[config.mk]
export PLATFORM = sky130hd
export DESIGN_NAME = mmio_port_responder_flat
export DESIGN_NICKNAME = d
export VERILOG_FILES = /design/src/rtl/mmio_port_responder_pkg.sv /design/src/rtl/mmio_port_responder_if.sv /design/src/rtl/mmio_port_responder_port_event_fifo.sv /design/src/rtl/mmio_port_responder.sv /design/src/flat_wrapper.sv
export SDC_FILE = /design/constraint.sdc
export NUM_CORES = 1
export LEC_CHECK = 0
export ABC_AREA = 0
export CORE_ASPECT_RATIO = 0.6
export CORE_MARGIN = 1.5
export CORE_UTILIZATION = 55
export DETAILED_ROUTE_END_ITERATION = 10
export PLACE_DENSITY = 0.86
export SYNTH_ARGS = -nofsm -noshare
export SYNTH_HDL_FRONTEND = slang
export SYNTH_SLANG_ARGS = --single-unit
[constraint.sdc]
create_clock -name clk -period 4.5 [get_ports clk]
set_clock_uncertainty 0.2 [all_clocks]
set_input_delay 0.45 -clock clk [delete_from_list [all_inputs] [get_ports clk]]
set_output_delay 0.45 -clock clk [all_outputs]
set_load 0.05 [all_outputs]
[src/rtl/mmio_port_responder_pkg.sv]
// rtl/mmio_port_responder_pkg.sv - shared constants and types for the MMIO port responder
// Purpose: register word offsets, EVT_STATUS bit positions and the event-entry type.
package mmio_port_responder_pkg;

  // Register word offsets (Address[4:2])
  localparam logic [2:0] OFF_PORT_OUT   = 3'd0;
  localparam logic [2:0] OFF_PORT_IN    = 3'd1;
  localparam logic [2:0] OFF_EVT_STATUS = 3'd2;
  localparam logic [2:0] OFF_EVT_POP    = 3'd3;
  localparam logic [2:0] OFF_EVT_CTRL   = 3'd4;

  // EVT_STATUS bit positions
  localparam int ST_NOT_EMPTY = 0;
  localparam int ST_FULL      = 1;
  localparam int ST_OVERFLOW  = 2;
  localparam int ST_COUNT_LSB = 4;
  localparam int ST_COUNT_W   = 4;

  // Event entry: {snapshot[7:0], changed[7:0]}
  localparam int EVT_W = 16;
  typedef logic [EVT_W-1:0] evt_t;

endpackage

[src/rtl/mmio_port_responder_if.sv]
// rtl/mmio_port_responder_if.sv - processor data-bus interface for the MMIO port responder
// Purpose: groups the load/store bus signals.
// Signals: Address, MemWrite, MemRead, WriteData (processor -> responder),
//          ReadData, ReadValid (responder -> processor).
interface mmio_port_responder_if;
  logic [31:0] Address;
  logic        MemWrite;
  logic        MemRead;
  logic [31:0] WriteData;
  logic [31:0] ReadData;
  logic        ReadValid;

  modport master (
    output Address, MemWrite, MemRead, WriteData,
    input  ReadData, ReadValid
  );

  modport slave (
    input  Address, MemWrite, MemRead, WriteData,
    output ReadData, ReadValid
  );
endinterface

[src/rtl/mmio_port_responder_port_event_fifo.sv]
// rtl/mmio_port_responder_port_event_fifo.sv - input-change event FIFO
// Purpose: DEPTH-entry FIFO of event entries, pointers wrap modulo DEPTH.
// Ports: clk, reset (async active-low), i_push/i_data, i_pop,
//        o_head (valid when !o_empty), o_full, o_empty, o_count (0..DEPTH).
module port_event_fifo
  import mmio_port_responder_pkg::*;
#(
  parameter int DEPTH = 4,
  parameter int CW    = $clog2(DEPTH + 1)
) (
  input  logic          clk,
  input  logic          reset,
  input  logic          i_push,
  input  evt_t          i_data,
  input  logic          i_pop,
  output evt_t          o_head,
  output logic          o_full,
  output logic          o_empty,
  output logic [CW-1:0] o_count
);
  localparam int AW = $clog2(DEPTH);

  evt_t          r_mem [DEPTH];
  logic [AW-1:0] r_head;
  logic [AW-1:0] r_tail;
  logic [CW-1:0] r_count;
  logic          w_do_pop;
  logic          w_do_push;

  assign o_empty = (r_count == '0);
  assign o_full  = (r_count == CW'(DEPTH));
  assign o_count = r_count;
  assign o_head  = r_mem[r_head];

  // A pop frees a slot in the same edge, so a full FIFO still accepts a push then.
  assign w_do_pop  = i_pop && !o_empty;
  assign w_do_push = i_push && (!o_full || w_do_pop);

  always_ff @(posedge clk or negedge reset) begin
    if (!reset) begin
      r_head  <= '0;
      r_tail  <= '0;
      r_count <= '0;
    end else begin
      if (w_do_push) begin
        r_tail <= r_tail + 1'b1;
      end
      if (w_do_pop) begin
        r_head <= r_head + 1'b1;
      end
      r_count <= r_count + CW'(w_do_push) - CW'(w_do_pop);
    end
  end

  // Storage needs no reset: the head is only consumed while non-empty.
  always_ff @(posedge clk) begin
    if (w_do_push) begin
      r_mem[r_tail] <= i_data;
    end
  end
endmodule

[src/rtl/mmio_port_responder.sv]
// rtl/mmio_port_responder.sv - MMIO responder for PortOut/PortIn and input-change events
// Purpose: serves loads/stores to a 5-word window at BASE_ADDR, drives PortOut,
//          synchronizes PortIn and queues input-change events for the processor.
// Ports: clk, reset (async active-low), bus (slave side of the data bus),
//        PortIn (async 8-bit input), PortOut (32-bit output register), Irq.
// Build option: PORT_IRQ_EN - when defined, Irq is registered (not_empty | overflow);
//               otherwise Irq is tied low.
module mmio_port_responder
  import mmio_port_responder_pkg::*;
#(
  parameter logic [31:0] BASE_ADDR   = 32'h1001_0040,
  parameter int          FIFO_DEPTH  = 4,
  parameter int          SYNC_STAGES = 2
) (
  input  logic                    clk,
  input  logic                    reset,
  mmio_port_responder_if.slave    bus,
  input  logic [7:0]              PortIn,
  output logic [31:0]             PortOut,
  output logic                    Irq
);
  localparam int CW = $clog2(FIFO_DEPTH + 1);

  logic [31:0]   r_port_out;
  logic [31:0]   r_rdata;
  logic          r_rvalid;
  logic [7:0]    r_sync [SYNC_STAGES];
  logic [7:0]    r_prev;
  logic [7:0]    r_mask;
  logic          r_overflow;

  logic [2:0]    w_off;
  logic          w_hit;
  logic          w_wr;
  logic          w_rd;
  logic [7:0]    w_sync;
  logic [7:0]    w_changed;
  logic          w_push;
  logic          w_pop;
  logic          w_drop;
  logic          w_ovf_clear;
  evt_t          w_head;
  logic          w_full;
  logic          w_empty;
  logic [CW-1:0] w_count;
  logic [31:0]   w_status;
  logic [31:0]   w_rmux;
  logic          w_unused;

  // Byte lane bits are not decoded.
  assign w_unused = ^bus.Address[1:0];

  assign w_off = bus.Address[4:2];
  assign w_hit = (bus.Address[31:5] == BASE_ADDR[31:5]) && (w_off <= OFF_EVT_CTRL);
  assign w_wr  = bus.MemWrite && w_hit;
  // A store and load in the same cycle is treated as a store only.
  assign w_rd  = bus.MemRead && !bus.MemWrite && w_hit;

  // Input synchronizer chain followed by the previous-value register.
  always_ff @(posedge clk or negedge reset) begin
    if (!reset) begin
      for (int i = 0; i < SYNC_STAGES; i++) begin
        r_sync[i] <= '0;
      end
      r_prev <= '0;
    end else begin
      r_sync[0] <= PortIn;
      for (int i = 1; i < SYNC_STAGES; i++) begin
        r_sync[i] <= r_sync[i-1];
      end
      r_prev <= w_sync;
    end
  end

  assign w_sync    = r_sync[SYNC_STAGES-1];
  assign w_changed = (w_sync ^ r_prev) & r_mask;
  assign w_push    = (w_changed != 8'h00);
  assign w_pop     = w_rd && (w_off == OFF_EVT_POP) && !w_empty;
  assign w_drop    = w_push && w_full && !w_pop;

  assign w_ovf_clear = w_wr && (w_off == OFF_EVT_CTRL) && bus.WriteData[0];

  port_event_fifo #(
    .DEPTH (FIFO_DEPTH),
    .CW    (CW)
  ) u_fifo (
    .clk     (clk),
    .reset   (reset),
    .i_push  (w_push),
    .i_data  ({w_sync, w_changed}),
    .i_pop   (w_pop),
    .o_head  (w_head),
    .o_full  (w_full),
    .o_empty (w_empty),
    .o_count (w_count)
  );

  always_comb begin
    w_status = '0;
    w_status[ST_NOT_EMPTY] = !w_empty;
    w_status[ST_FULL]      = w_full;
    w_status[ST_OVERFLOW]  = r_overflow;
    w_status[ST_COUNT_LSB +: ST_COUNT_W] = ST_COUNT_W'(w_count);
  end

  always_comb begin
    w_rmux = '0;
    case (w_off)
      OFF_PORT_OUT:   w_rmux = r_port_out;
      OFF_PORT_IN:    w_rmux = {24'h0, w_sync};
      OFF_EVT_STATUS: w_rmux = w_status;
      OFF_EVT_POP:    w_rmux = w_empty ? 32'h0 : {16'h0, w_head};
      OFF_EVT_CTRL:   w_rmux = {16'h0, r_mask, 8'h00};
      default:        w_rmux = '0;
    endcase
  end

  always_ff @(posedge clk or negedge reset) begin
    if (!reset) begin
      r_port_out <= '0;
      r_mask     <= 8'hFF;
      r_overflow <= 1'b0;
      r_rdata    <= '0;
      r_rvalid   <= 1'b0;
    end else begin
      if (w_wr && (w_off == OFF_PORT_OUT)) begin
        r_port_out <= bus.WriteData;
      end
      if (w_wr && (w_off == OFF_EVT_CTRL)) begin
        r_mask <= bus.WriteData[15:8];
      end
      // A drop in the same edge as a clear leaves overflow set.
      if (w_drop) begin
        r_overflow <= 1'b1;
      end else if (w_ovf_clear) begin
        r_overflow <= 1'b0;
      end
      if (w_rd) begin
        r_rdata <= w_rmux;
      end
      r_rvalid <= w_rd;
    end
  end

  assign bus.ReadData  = r_rdata;
  assign bus.ReadValid = r_rvalid;
  assign PortOut       = r_port_out;

`ifdef PORT_IRQ_EN
  logic r_irq;

  always_ff @(posedge clk or negedge reset) begin
    if (!reset) begin
      r_irq <= 1'b0;
    end else begin
      r_irq <= !w_empty || r_overflow;
    end
  end

  assign Irq = r_irq;
`else
  assign Irq = 1'b0;
`endif
endmodule

[src/flat_wrapper.sv]
// flat-port wrapper written by rule: the top's interface ports become plain ports
module mmio_port_responder_flat import mmio_port_responder_pkg::*;
#(
  parameter logic [31:0] BASE_ADDR   = 32'h1001_0040,
  parameter int          FIFO_DEPTH  = 4,
  parameter int          SYNC_STAGES = 2
)
  (clk, reset, PortIn, PortOut, Irq, bus_Address, bus_MemWrite, bus_MemRead, bus_WriteData, bus_ReadData, bus_ReadValid);
  mmio_port_responder_if bus_i ();
  input  logic clk;
  input  logic reset;
  input  logic [7:0] PortIn;
  output logic [31:0] PortOut;
  output logic Irq;
  input wire logic [$bits(bus_i.Address)-1:0] bus_Address;
  input wire logic [$bits(bus_i.MemWrite)-1:0] bus_MemWrite;
  input wire logic [$bits(bus_i.MemRead)-1:0] bus_MemRead;
  input wire logic [$bits(bus_i.WriteData)-1:0] bus_WriteData;
  output wire logic [$bits(bus_i.ReadData)-1:0] bus_ReadData;
  output wire logic [$bits(bus_i.ReadValid)-1:0] bus_ReadValid;
  assign bus_i.Address = bus_Address;
  assign bus_i.MemWrite = bus_MemWrite;
  assign bus_i.MemRead = bus_MemRead;
  assign bus_i.WriteData = bus_WriteData;
  assign bus_ReadData = bus_i.ReadData;
  assign bus_ReadValid = bus_i.ReadValid;
  mmio_port_responder #(.BASE_ADDR(BASE_ADDR), .FIFO_DEPTH(FIFO_DEPTH), .SYNC_STAGES(SYNC_STAGES)) u_core (.clk(clk), .reset(reset), .bus(bus_i), .PortIn(PortIn), .PortOut(PortOut), .Irq(Irq));
endmodule
==> impl_results.md <==
- Clock sinks: ~170
- Placed cell count: 754
- Status: completed
- Clock tree from TritonCTS: yes
- Max_cap viols: 0
- CTS resizes: 0
- GRT Total Usage: a little over a quarter
- Synthesized instance count: between 400 and 500
- ANT nets after route: 0
- YS warnings: 0
- Asr flop ratio synth: slightly above 60%
- Final period util: 73.8%
- Sum Neg Setup Slack: 0 ps
- Max_slew headroom: between 40 and 50%
- Synth unique cells: 43
- Width of the die: 147 um
- CTS Buf Count: 17
- DR WL/cell: roughly 21 um
- Final hold vios: 0
- H-tree levels: 4
- WL final: roughly 17000 um
- Final number of setup-violating endpoints: 0
- Area contributors post-synth: dfrtp_1 36%, edfxtp_1 28%, mux2_2 6.6%
- Cell accounting for the most synthesized area: dfrtp_1
- Reg2Reg Launch Point: u_core.u_fifo.o_count[2]
- RSZ-0062 raised after global routing: false
- Core ar.: 12100 um^2
- Post-synth EDFFs: 64
- Top post-synthesis cells by count: 97 x dfrtp_1, 64 x edfxtp_1, 40 x mux2_2, 34 x nor2_1, 31 x a21oi_1
- Die Ht: between 80 and 90 um
- Root Buffer: clkbuf_16
- Synth top area share: a little over a third
- Worst EP required: 4610 ps
- Post-Syn Nets: 544
- PortBufs: approximately 140
- Leakage power: about 3.8 nW
- Power per Cell Area: 354 nW/um^2
- Maximum clock path buffer count: 2
- Setup CP Type: input pin to flip-flop
- Rows: 31
- Most common cell in the netlist: dfrtp_1
- Detailed-route DRC error count: 0
- Drt first pass iters: 5
- FMAX: roughly 300 MHz
- Worst-path clk slew: ~70 ps
- Diodes inserted: 0
- NumNets Final: 692
- Seq/Total Area, Yosys: between 60% and 70%
- Worst vdd ir: roughly 0.33 mV
- Global-route wire length before repair: between 20000 and 30000 um
- Crit path from: bus_Address[3]
- WP data arrival: roughly 3400 ps
- Finished Layout Cells: a little under 800
- Max Slew Vio Count: 0
- Post-DP Area: 8410 um^2
- CP endpoint kind: flip-flop
- Cell area after layout: between 9000 and 10000 um^2
- Vias in the first global route: 4642
- Share of layout cells above drive strength 1: a little under a fifth
- DRT iter0 DRCs: between 400 and 500
- Critical Path Start Type: input pin
- Pin count of the biggest net entering global routing: 70
- Setup Buffers After CTS: 0
- Top FF cell, synth: dfrtp_1
- Post-CTS Hold Buffers: 1
- Io pins: between 100 and 150
- Later-pin clock latency in the skew report: approximately 430 ps
- Worst-Margin Slew: 899 ps
- Post-Syn Area: 6830 um^2
- FF+latch count, synth: ~170
- Worst min path class: flip-flop to flip-flop
- Fin crit period: 3320 ps
- Worst Hold Launch: u_core.r_sync[9]
- CP Max Fanout: 9
- Starting Density: a little under three fifths
- Antenna violations before repair: 0
- Synth-to-layout area growth: 31.9%
- Avg Vias per Cell: 5.75
- Total grt overflow: 0
- Via Count: between 4000 and 5000
- Final GP Congestion: between 0.7 and 0.8
- Mean post-synth cell area: around 15 um^2
- HPWL Detailed: about 11000 um
- Total die area: 13100 um^2
## cells in the final DEF, fill, tap and decap left out, types with 2 or more instances in the layout
cell,count
clkdlybuf4s50_1,137
dfrtp_1,97
edfxtp_1,64
mux2_2,40
nor2_1,34
a21oi_1,31
inv_1,25
clkbuf_16,18
o21ai_0,17
nand3_1,16
mux4_2,16
mux2i_1,15
buf_4,14
xor2_1,9
and2_1,8
dfstp_2,8
a2bb2oi_1,6
ha_1,6
nand2_1,5
nor4_1,4
nor3_1,4
a22oi_1,4
xnor2_1,4
clkinv_4,4
nor2b_1,3
inv_6,3
nor3b_1,2
nand4_2,2
nor4b_1,2
inv_8,2
clkinvlp_4,2
## final cells by class
cell class | instances | area (um^2)
Multi-Input combinational cell | 243 | 2050
Inverter | 25 | 93.8
Fill cell | 701 | 3060
Tap cell | 165 | 206
Clock inverter | 13 | 133
Clock buffer | 19 | 454
Sequential cell | 169 | 4560
Timing Repair Buffer | 153 | 1510
## routing by layer
| metal | wire, um | global-route usage, % | share of wire (%) |
|---|---|---|---|
| met5 | 0 | 0 | 0 |
| met4 | 399 | 12.7 | 2.4 |
| met3 | 1270 | 6.68 | 7.7 |
| met2 | 8310 | 43.3 | 50 |
| met1 | 6600 | 34.8 | 40 |
## logic make-up (layout without fill, tap and decap cells)
| logic type | after synthesis | in the layout | share of synthesized area, % |
|---|---|---|---|
| xor+xnor | 13 | 13 | 1.67 |
| other cells | 1 | 1 | 0.0549 |
| buf+inv | 49 | 210 | 3.35 |
| simple gates | 89 | 89 | 7.26 |
| compound gates | 61 | 61 | 5.19 |
| mux | 72 | 72 | 14.3 |
| flops | 169 | 169 | 66.8 |
| fa+ha+maj | 7 | 7 | 1.39 |
## sequential cells by signal (all words and copies together) (netlist names)
signal	cells
u_core.r_prev	8
u_core.r_mask	8
u_core.PortOut	32
u_core.r_overflow	1
u_core.bus.ReadData	32
u_core.u_fifo.r_tail	2
u_core.w_sync	8
u_core.r_sync	8
u_core.bus.ReadValid	1
u_core.u_fifo.r_mem	64
u_core.u_fifo.r_head	2
u_core.u_fifo.o_count	3
## worst max-delay path: stages
cell             delay (ps)
clkdlybuf4s50_1         620
buf_4                   230
nor4bb_2                390
and4bb_1                430
o21ai_4                 130
ha_1                    300
inv_1                    40
ha_1                    180
fa_1                    380
xnor2_1                 150
xnor2_1                 130
## worst paths after layout
check / to / slack (ps) / cells after the start
setup / recovery: u_core.u_fifo.o_count[2] / 1180 / 11
hold / removal: u_core.w_sync[1] / 150 / 0
setup reg to reg: u_core.u_fifo.o_count[2] / 1520 / 10
hold reg to reg: u_core.w_sync[1] / 150 / 0
max in group asynchronous: u_core.r_mask[6] / 2600 / 3
min in group asynchronous: u_core.bus.ReadData[0] / 500 / 2
## where the power goes
group	switching, mW	leakage, nW	internal [mW]	total (mW)
clock	0.627	0.281	0.809	1.44
combinational	0.0582	1.55	0.0724	0.131
sequential	0.0121	1.95	1.61	1.62
total	0.697	3.79	2.49	3.18
## stage by stage
stage / util, % / setup slack (ps) / hold slack, ps / power [mW]
finish: 74.6 / 1180 / 152 / 3.18
global route: 74.6 / 962 / 155 / 3.27
CTS: 74.6 / 1190 / 151 / 3.20
detailed placement: 69.7 / 734 / 136 / 1.78
global placement: 69.7 / 876 / 136 / 1.77
floorplan: - / 1520 / -45.6 / 1.68
No activity file was read; power rests on OpenSTA's default activity.
